<file path="src/rtl/serial_parallel_converter.sv">
// Serial-to-parallel word assembler: packs serialWidth-bit lanes into parallelWidth-bit
// words with frame attributes, a one-entry output register and sticky overflow on drop.
module serial_parallel_converter #(
    parameter int unsigned parallelWidth = 512,
    parameter int unsigned serialWidth   = 8
) (
    input  logic                                              clk,
    input  logic                                              rst,
    input  logic [serialWidth-1:0]                            inData,
    input  logic                                              inDataPresent,
    input  logic                                              inDataStartOfFrame,
    input  logic                                              inDataEndOfFrame,
    input  logic                                              inDataError,
    output logic [parallelWidth-1:0]                          outData,
    output logic                                              outValid,
    input  logic                                              outReady,
    output logic                                              outStartOfFrame,
    output logic                                              outEndOfFrame,
    output logic                                              outError,
    output logic [$clog2(parallelWidth/serialWidth):0]        outBytes,
    output logic                                              overflow
);

    localparam int unsigned N  = parallelWidth / serialWidth;
    localparam int unsigned CW = $clog2(N) + 1;

    typedef enum logic [1:0] {IDLE, FILL, DROP} state_t;

    state_t                   state_q, state_d;
    logic [parallelWidth-1:0] acc_q, acc_d;
    logic [CW-1:0]            cnt_q, cnt_d;
    logic                     err_q, err_d;
    logic                     wsof_q, wsof_d;

    logic [parallelWidth-1:0] out_data_d;
    logic                     out_valid_d, out_sof_d, out_eof_d, out_err_d, overflow_d;
    logic [CW-1:0]            out_bytes_d;

    logic [parallelWidth-1:0] word_c;
    logic [CW-1:0]            lane_c, new_cnt_c;
    logic                     new_err_c, new_sof_c;
    logic                     accept_c, partial_c, complete_c, slot_c;

    // State register and all datapath registers
    always_ff @(posedge clk) begin
        if (rst) begin
            state_q         <= IDLE;
            acc_q           <= '0;
            cnt_q           <= '0;
            err_q           <= 1'b0;
            wsof_q          <= 1'b0;
            outData         <= '0;
            outValid        <= 1'b0;
            outStartOfFrame <= 1'b0;
            outEndOfFrame   <= 1'b0;
            outError        <= 1'b0;
            outBytes        <= '0;
            overflow        <= 1'b0;
        end else begin
            state_q         <= state_d;
            acc_q           <= acc_d;
            cnt_q           <= cnt_d;
            err_q           <= err_d;
            wsof_q          <= wsof_d;
            outData         <= out_data_d;
            outValid        <= out_valid_d;
            outStartOfFrame <= out_sof_d;
            outEndOfFrame   <= out_eof_d;
            outError        <= out_err_d;
            outBytes        <= out_bytes_d;
            overflow        <= overflow_d;
        end
    end

    // Next-state, lane assembly and output-register loading
    always_comb begin
        state_d     = state_q;
        acc_d       = acc_q;
        cnt_d       = cnt_q;
        err_d       = err_q;
        wsof_d      = wsof_q;
        out_data_d  = outData;
        out_valid_d = outValid && !outReady;
        out_sof_d   = outStartOfFrame;
        out_eof_d   = outEndOfFrame;
        out_err_d   = outError;
        out_bytes_d = outBytes;
        overflow_d  = overflow;

        // A start-of-frame byte always opens a fresh word at lane 0
        lane_c = inDataStartOfFrame ? '0 : cnt_q;
        word_c = inDataStartOfFrame ? '0 : acc_q;
        for (int k = 0; k < int'(N); k++) begin
            if (lane_c == CW'(k)) begin
                word_c[k*serialWidth +: serialWidth] = inData;
            end
        end
        new_cnt_c = lane_c + CW'(1);
        new_err_c = inDataStartOfFrame ? inDataError : (err_q || inDataError);
        new_sof_c = inDataStartOfFrame ? 1'b1 : wsof_q;

        accept_c   = inDataPresent && (inDataStartOfFrame || state_q == FILL);
        partial_c  = inDataPresent && inDataStartOfFrame && state_q == FILL && cnt_q != '0;
        complete_c = accept_c && (new_cnt_c == CW'(N) || inDataEndOfFrame);
        slot_c     = !outValid || outReady;

        // Interrupted frame: flush the pending partial word as a truncated, errored EOF word
        if (partial_c) begin
            if (slot_c) begin
                out_data_d  = acc_q;
                out_bytes_d = cnt_q;
                out_sof_d   = wsof_q;
                out_eof_d   = 1'b1;
                out_err_d   = 1'b1;
                out_valid_d = 1'b1;
                slot_c      = 1'b0;
            end else begin
                overflow_d = 1'b1;
            end
        end

        if (accept_c) begin
            if (complete_c) begin
                acc_d  = '0;
                cnt_d  = '0;
                err_d  = new_err_c;
                wsof_d = 1'b0;
                if (slot_c) begin
                    out_data_d  = word_c;
                    out_bytes_d = new_cnt_c;
                    out_sof_d   = new_sof_c;
                    out_eof_d   = inDataEndOfFrame;
                    out_err_d   = new_err_c;
                    out_valid_d = 1'b1;
                    state_d     = inDataEndOfFrame ? IDLE : FILL;
                end else begin
                    overflow_d = 1'b1;
                    state_d    = DROP;
                end
            end else begin
                acc_d   = word_c;
                cnt_d   = new_cnt_c;
                err_d   = new_err_c;
                wsof_d  = new_sof_c;
                state_d = FILL;
            end
        end else if (inDataPresent && state_q == DROP && inDataEndOfFrame) begin
            state_d = IDLE;
        end
    end

endmodule

</file>
<file path="config.mk">
export PLATFORM = sky130hd
export DESIGN_NAME = serial_parallel_converter
export DESIGN_NICKNAME = d
export VERILOG_FILES = /design/src/rtl/serial_parallel_converter.sv
export SDC_FILE = /design/constraint.sdc
export NUM_CORES = 2
export LEC_CHECK = 0
export CORE_MARGIN = 2
export CORE_UTILIZATION = 40
export CTS_CLUSTER_DIAMETER = 100
export DETAILED_ROUTE_END_ITERATION = 10
export PLACE_DENSITY_LB_ADDON = 0.12
export SYNTH_ARGS = -nofsm -noshare
export SYNTH_HDL_FRONTEND = slang
export SYNTH_SLANG_ARGS = --single-unit
</file>
<file path="constraint.sdc">
create_clock -name clk -period 4.8 [get_ports clk]
set_input_delay 0.48 -clock clk [delete_from_list [all_inputs] [get_ports clk]]
set_output_delay 0.48 -clock clk [all_outputs]
set_load 0.005 [all_outputs]
</file>
After elaboration in Yosys (flattened, before gate mapping)
Index checks and enable logic that the tools add are counted.
Storage, ports and cells
  register bits after elaboration: 1047
  output and inout bits: 524
  word-level logic and storage cells: 208
Operators by class
  $add $sub $neg: 1
  eq/ne operators: 66
  mux-type cells: 112
  reductions and logical operators: 17
Operator list (number)
  two-way mux 512 bit: 7
  two-way mux 8 bit: 64
  equality test 7 x 6 -> 1 bit, second input constant: 32
  equality test 7 x 5 -> 1 bit, second input constant: 16
  equality test 7 x 4 -> 1 bit, second input constant: 8
  two-way mux 7 bit: 7
  two-way mux 1 bit: 30
  equality test 7 x 3 -> 1 bit, second input constant: 4
  equality test 7 x 2 -> 1 bit, second input constant: 2
  logical AND 1 bit: 8
  two-way mux 2 bit: 4
  adder 7 x 1 -> 7 bit, second input constant: 1
  equality test 7 x 1 -> 1 bit, second input constant: 1
  equality test 7 bit, second input constant: 1
  zero test 7 bit: 1
  nonzero test 7 bit: 1
  logical OR 1 bit: 4
  equality test 2 x 1 -> 1 bit, second input constant: 1
  equality test 2 bit, second input constant: 1
  zero test 1 bit: 2
  nonzero test 2 bit: 1

Depth between registers and ports, before layout
  depth after elaboration: 7
  gate-level depth with buffers: 16
  gate-level depth less buffers: 10

Least setup slack after synthesis
Ideal clock, no wire load.
  path type: input to register
  start point: in inDataStartOfFrame
  end point: reg outData[11]
  library setup time: 146 ps
  data arrival time: 3767 ps
  path slack: 887 ps
  cell stages on the path: 16
  cell sequence: clkbuf_1 > clkbuf_1 > clkbuf_1 > buf_1 > nor2b_1 > ha_1 > clkbuf_1 > nand4_1 > mux2i_1 > o41a_1 > or4_1 > buf_4 > buf_6 > buf_6 > nor2_4 > a211oi_2
Between the ends
  word-level cells in the longest chain between the ends: 7
  elaborated cells on any way between the ends: 18
  classes of those cells: add/sub: 1; eq/ne: 2; mux: 8; reduce/logical: 7
Ends and longest elaborated chain
  from (decl): line 11  | input logic inDataStartOfFrame,
  two-way mux 7 bit / logical AND 1 bit (equally long branches): line 91, 103
  adder 7 x 1 -> 7 bit / logical AND 1 bit (equally long branches): line 98, 103
  equality test 7 bit / logical AND 1 bit (equally long branches): line 104, 103
  logical OR 1 bit (tied with other cells): line 104  | complete_c = accept_c && (new_cnt_c == CW'(N) || inDataEndOfFrame);
  logical AND 1 bit / two-way mux 512 bit (equally long branches): line 104, 128
  two-way mux 512 bit: line 123  | if (complete_c) begin
  two-way mux 512 bit (*): line 122  | if (accept_c) begin
  to (signal assigned): line 65  | outData <= out_data_d;
  to (decl): line 14  | output logic [parallelWidth-1:0] outData,
Every way passes the cells marked *; elsewhere a longest branch is shown, timed or not.
A chain may end at the register's enable or synchronous reset.

Worst setup path in the final report
  start point: reg cnt_q[1]
  end point: reg outData[293]
Between the ends
  word-level cells in the longest chain between the ends: 7
  elaborated cells on any way between the ends: 14
  classes of those cells: add/sub: 1; eq/ne: 2; mux: 7; reduce/logical: 4
Ends and longest elaborated chain
  from (decl): line 31  | logic [CW-1:0] cnt_q, cnt_d;
  from (signal assigned): line 62  | cnt_q <= cnt_d;
  two-way mux 7 bit: line 91  | lane_c = inDataStartOfFrame ? '0 : cnt_q;
  adder 7 x 1 -> 7 bit: line 98  | new_cnt_c = lane_c + CW'(1);
  equality test 7 bit: line 104
  logical OR 1 bit: line 104
  logical AND 1 bit: line 104
  two-way mux 512 bit: line 123
  two-way mux 512 bit (*): line 122
Marked as above.

==> reports/summary.txt <==
Fraction of the mapped netlist area in simple logic gates = 20.5%
Leakage component of the power = 21.1 nW
Fillcell total = 12001
Clock tree from TritonCTS = yes
Critical path class = reg -> reg
Final worst clock skew = 0.0309 ns
Part of the power in the clock network = 43.7%
Share of power burned in registers = 44.2%
Number of clock buffers inserted by TritonCTS = 117
Dpl hpwl = 99100 um
Fraction of layout instances using a drive strength above 1 = 14.9%
Area share of xor/xnor cells in the synthesized design = 0.0681%
Synth Area in Adders = 0.0973%
Cell internal pwr = 15.9 mW
Total routed wirelength = 170000 um
Final total negative setup slack = 0 ns
Final worst path period need = 3.82 ns
Ports = 539
Max Fanout on Critical Path = 76
Post-synthesis net count = 5733
Later-pin clock latency in the skew report = 0.74 ns
Number of design-rule violations left by the first detailed-router iteration = 3285
Count of buffers inserted at the top-level ports = 538
Max stage delay cell, worst path = or4_4
Initial antenna violation count = 7
Required time at the endpoint of the critical path = 5.35 ns
Arr. time, crit path = 4.38 ns
Power Total = 21.6 mW
Area growth from synthesis to layout = 19.4%
Leading post-synthesis cells by cell area = dfxtp_1 (41%), a211oi_1 (11%), a211oi_2 (6.9%)
First-pass GRT wire length = 256000 um
Combinational Power Share = 12.1%
Startpoint kind of the worst setup timing path = register
Power per cell area = 351 nW/um^2
Post-synth top area cell = dfxtp_1
Pin count of the biggest net entering global routing = 174
Routed Antenna Nets = 0
Global routing usage summed across all routing layers = 24.8%
Distinct cell type count after synthesis = 44
Pre-antenna DRT Iters = 5
Slew HR = 7.78%
Via count of the first global-routing pass = 39693
Congestion Overflow GR = 0
Portion of netlist area occupied by mux cells = 10.9%
Unrepaired setup endpoints after global routing = no
Post-synthesis sequential area ratio = 40.7%
Hold Buf Count CTS = 0
Fin. Hold Viols = 0
Area of the core = 128000 um^2
Main synth FF type = dfxtp_1
Final cycle utilization of the critical path = 79.7%
Cells after Synth = 5714
Clock sink total = 1047
Category of the worst setup path capture point = register
Maximum clock frequency = 0.261 GHz
#FFs+latches synth = 1047
CP Buf/Inv Count = 1
Instance count after placement with tap cells included = 7413
Overall die area = 132000 um^2
Dominant combinational cell family by area after synthesis = compound AO/OA/AOI/OAI gates
Floorplan row count = 131
Initial Util = 40.3%
Synthesized area per cell = 9.01 um^2
Post-CTS Setup Inserts = 0
Count of instances resized after the clock tree is built = 0
Class of the tightest hold or removal check = in -> reg
Fraction of registers with async set or reset after synthesis = 0%
Clock-pin transition on the worst setup and hold timing paths = 0.06 ns
Layout Cells excl Fill = 7632
Status = complete, no violations
CTS Root Buffer Type = clkbuf_16
Total of warnings raised by yosys = 0
Height of the die = 363 um
Final-stage net count = 5889
Total of endpoints with negative setup slack in the final report = 0
Weighted congestion reported at the end of routability-driven placement = 0.765
Maximum capacitance violations = 0
Peak VDD IR = 0.289 mV
Delay of the slowest cell on the worst path = 0.83 ns
Area fraction in compound gates after synthesis = 21.9%
Proportion of netlist area held by the largest area contributor = 40.7%
Total number of vias = 42915
Actual transition at the worst max-transition pin = 1.38 ns
Maximum level of the CTS H-tree = 3
Critical Path, Cell by Cell = nor2b_1 > ha_1 > nand4_1 > mux2i_1 > o41a_1 > or4_4 > buf_4 > nor2_1 > a211oi_2
CP top delay family = simple AND/OR/NAND/NOR gates
Post-DR vias/cell = 5.62
DR WL/cell = 22.3 um
Horizontal die dimension = 363 um
Switching power as a share of total power = 26.1%
Switching power = 5.64 mW
EDFF count, synth = 0
Clock Tree Buf Depth = 3
DRC violation count after routing = 0
Netlist area before placement = 51500 um^2
Slew Viols, Final = 0
## per-stage QoR
stage	worst slack, ns	area, um^2	utilization (%)	hold WS, ns
after floorplan	0.887	51500	-	0.431
after global placement	0.689	57400	45.0	0.440
after detailed placement	0.644	57400	45.0	0.445
after CTS	1.04	61500	48.1	0.212
after global routing	0.721	61500	48.1	0.271
final	0.976	61500	48.1	0.283
## cell usage after synthesis (128+ instances only)
library cell  number
nor3b_1          128
nand2_1          238
a21oi_1          198
nor2_1           850
mux2_2           246
a31oi_1          139
a211oi_2         282
nor3_1           196
buf_2            143
mux2i_1          285
nor2b_1          483
and3_1           140
dfxtp_1         1047
clkbuf_1         393
a211oi_1         773
## worst paths after layout
check / start / end / slack [ns] / cells after the start
setup / recovery: cnt_q[1] / outData[293] / 0.98 / 9
hold / removal: rst / outData[285] / 0.28 / 2
setup reg to reg: cnt_q[1] / outData[293] / 0.98 / 9
hold reg to reg: state_q[1] / state_q[1] / 0.45 / 2
## power by group through the flow
stage               clock (mW)  combinational (mW)  sequential (mW)
CTS                       9.62                2.63             9.54
finish                    9.43                2.61             9.54
floorplan                    0                1.64             9.61
global route              9.95                2.85             9.59
detailed placement           0                2.62             9.73
global placement             0                2.58             9.72
## flip-flops by register name (all words and copies together), names as in the netlist
register,flops
outEndOfFrame,1
outError,1
outValid,1
outStartOfFrame,1
wsof_q,1
state_q,2
err_q,1
outBytes,7
acc_q,512
cnt_q,7
outData,512
overflow,1
## kinds of logic (layout without fill, tap and decap cells)
logic type	Yosys count	after routing
AOI/OAI and AO/OA	1404	1404
muxes	531	531
other	0	4
adders and majority gates	4	4
DFF	1047	1047
xor gates and xnor gates	4	4
buffers and inverters	612	864
and+or+nand+nor	2112	2112
## area by class of cell
cell class	instances	area (um^2)	area share, %
antenna	4	10.0	0.0163
tap	1662	2080	3.38
timing repair buffer	644	6720	10.9
multi-input combinational	4055	27600	44.9
sequential	1047	21000	34.1
inverter	5	21.3	0.0346
clock inverter	29	385	0.627
clock buffer	186	3660	5.96
## per-layer routing
| layer | global-route usage (%) | part of all wire, % | vias to the layer above | routed length, um |
|---|---|---|---|---|
| met1 | 35.5 | 47 | 20707 | 80400 |
| met5 | 0 | 0.014 | - | 23 |
| li1 | - | - | 20891 | - |
| met4 | 6.57 | 2.2 | 4 | 3760 |
| met3 | 4.14 | 5.9 | 172 | 10100 |
| met2 | 38.2 | 45 | 1141 | 75600 |
## cells in the final DEF, fill, tap and decap left out, types with 10 or more instances in the layout
master / count
clkdlybuf4s50_1: 528
mux2i_1: 285
nor2_1: 841
dfxtp_1: 1047
nand2_1: 237
nand2b_1: 12
mux2_2: 246
nor3_1: 194
nor3b_1: 128
clkinv_2: 16
buf_12: 44
nor2_4: 31
clkbuf_16: 120
nand3_1: 10
buf_4: 70
and3_1: 140
a211oi_1: 773
nor2b_1: 483
a31oi_1: 139
a21oi_1: 198
clkbuf_8: 41
clkbuf_1: 25
a211oi_2: 282
## worst reg2reg max path, cell delays in order (launching register included)
cell and delay (ns):
dfxtp_1 0.46, nor2b_1 0.28, ha_1 0.41, nand4_1 0.16, mux2i_1 0.17, o41a_1 0.40
or4_4 0.84, buf_4 0.58, nor2_1 0.31, a211oi_2 0.06
Note: power is estimated with default switching activity, not from simulation.
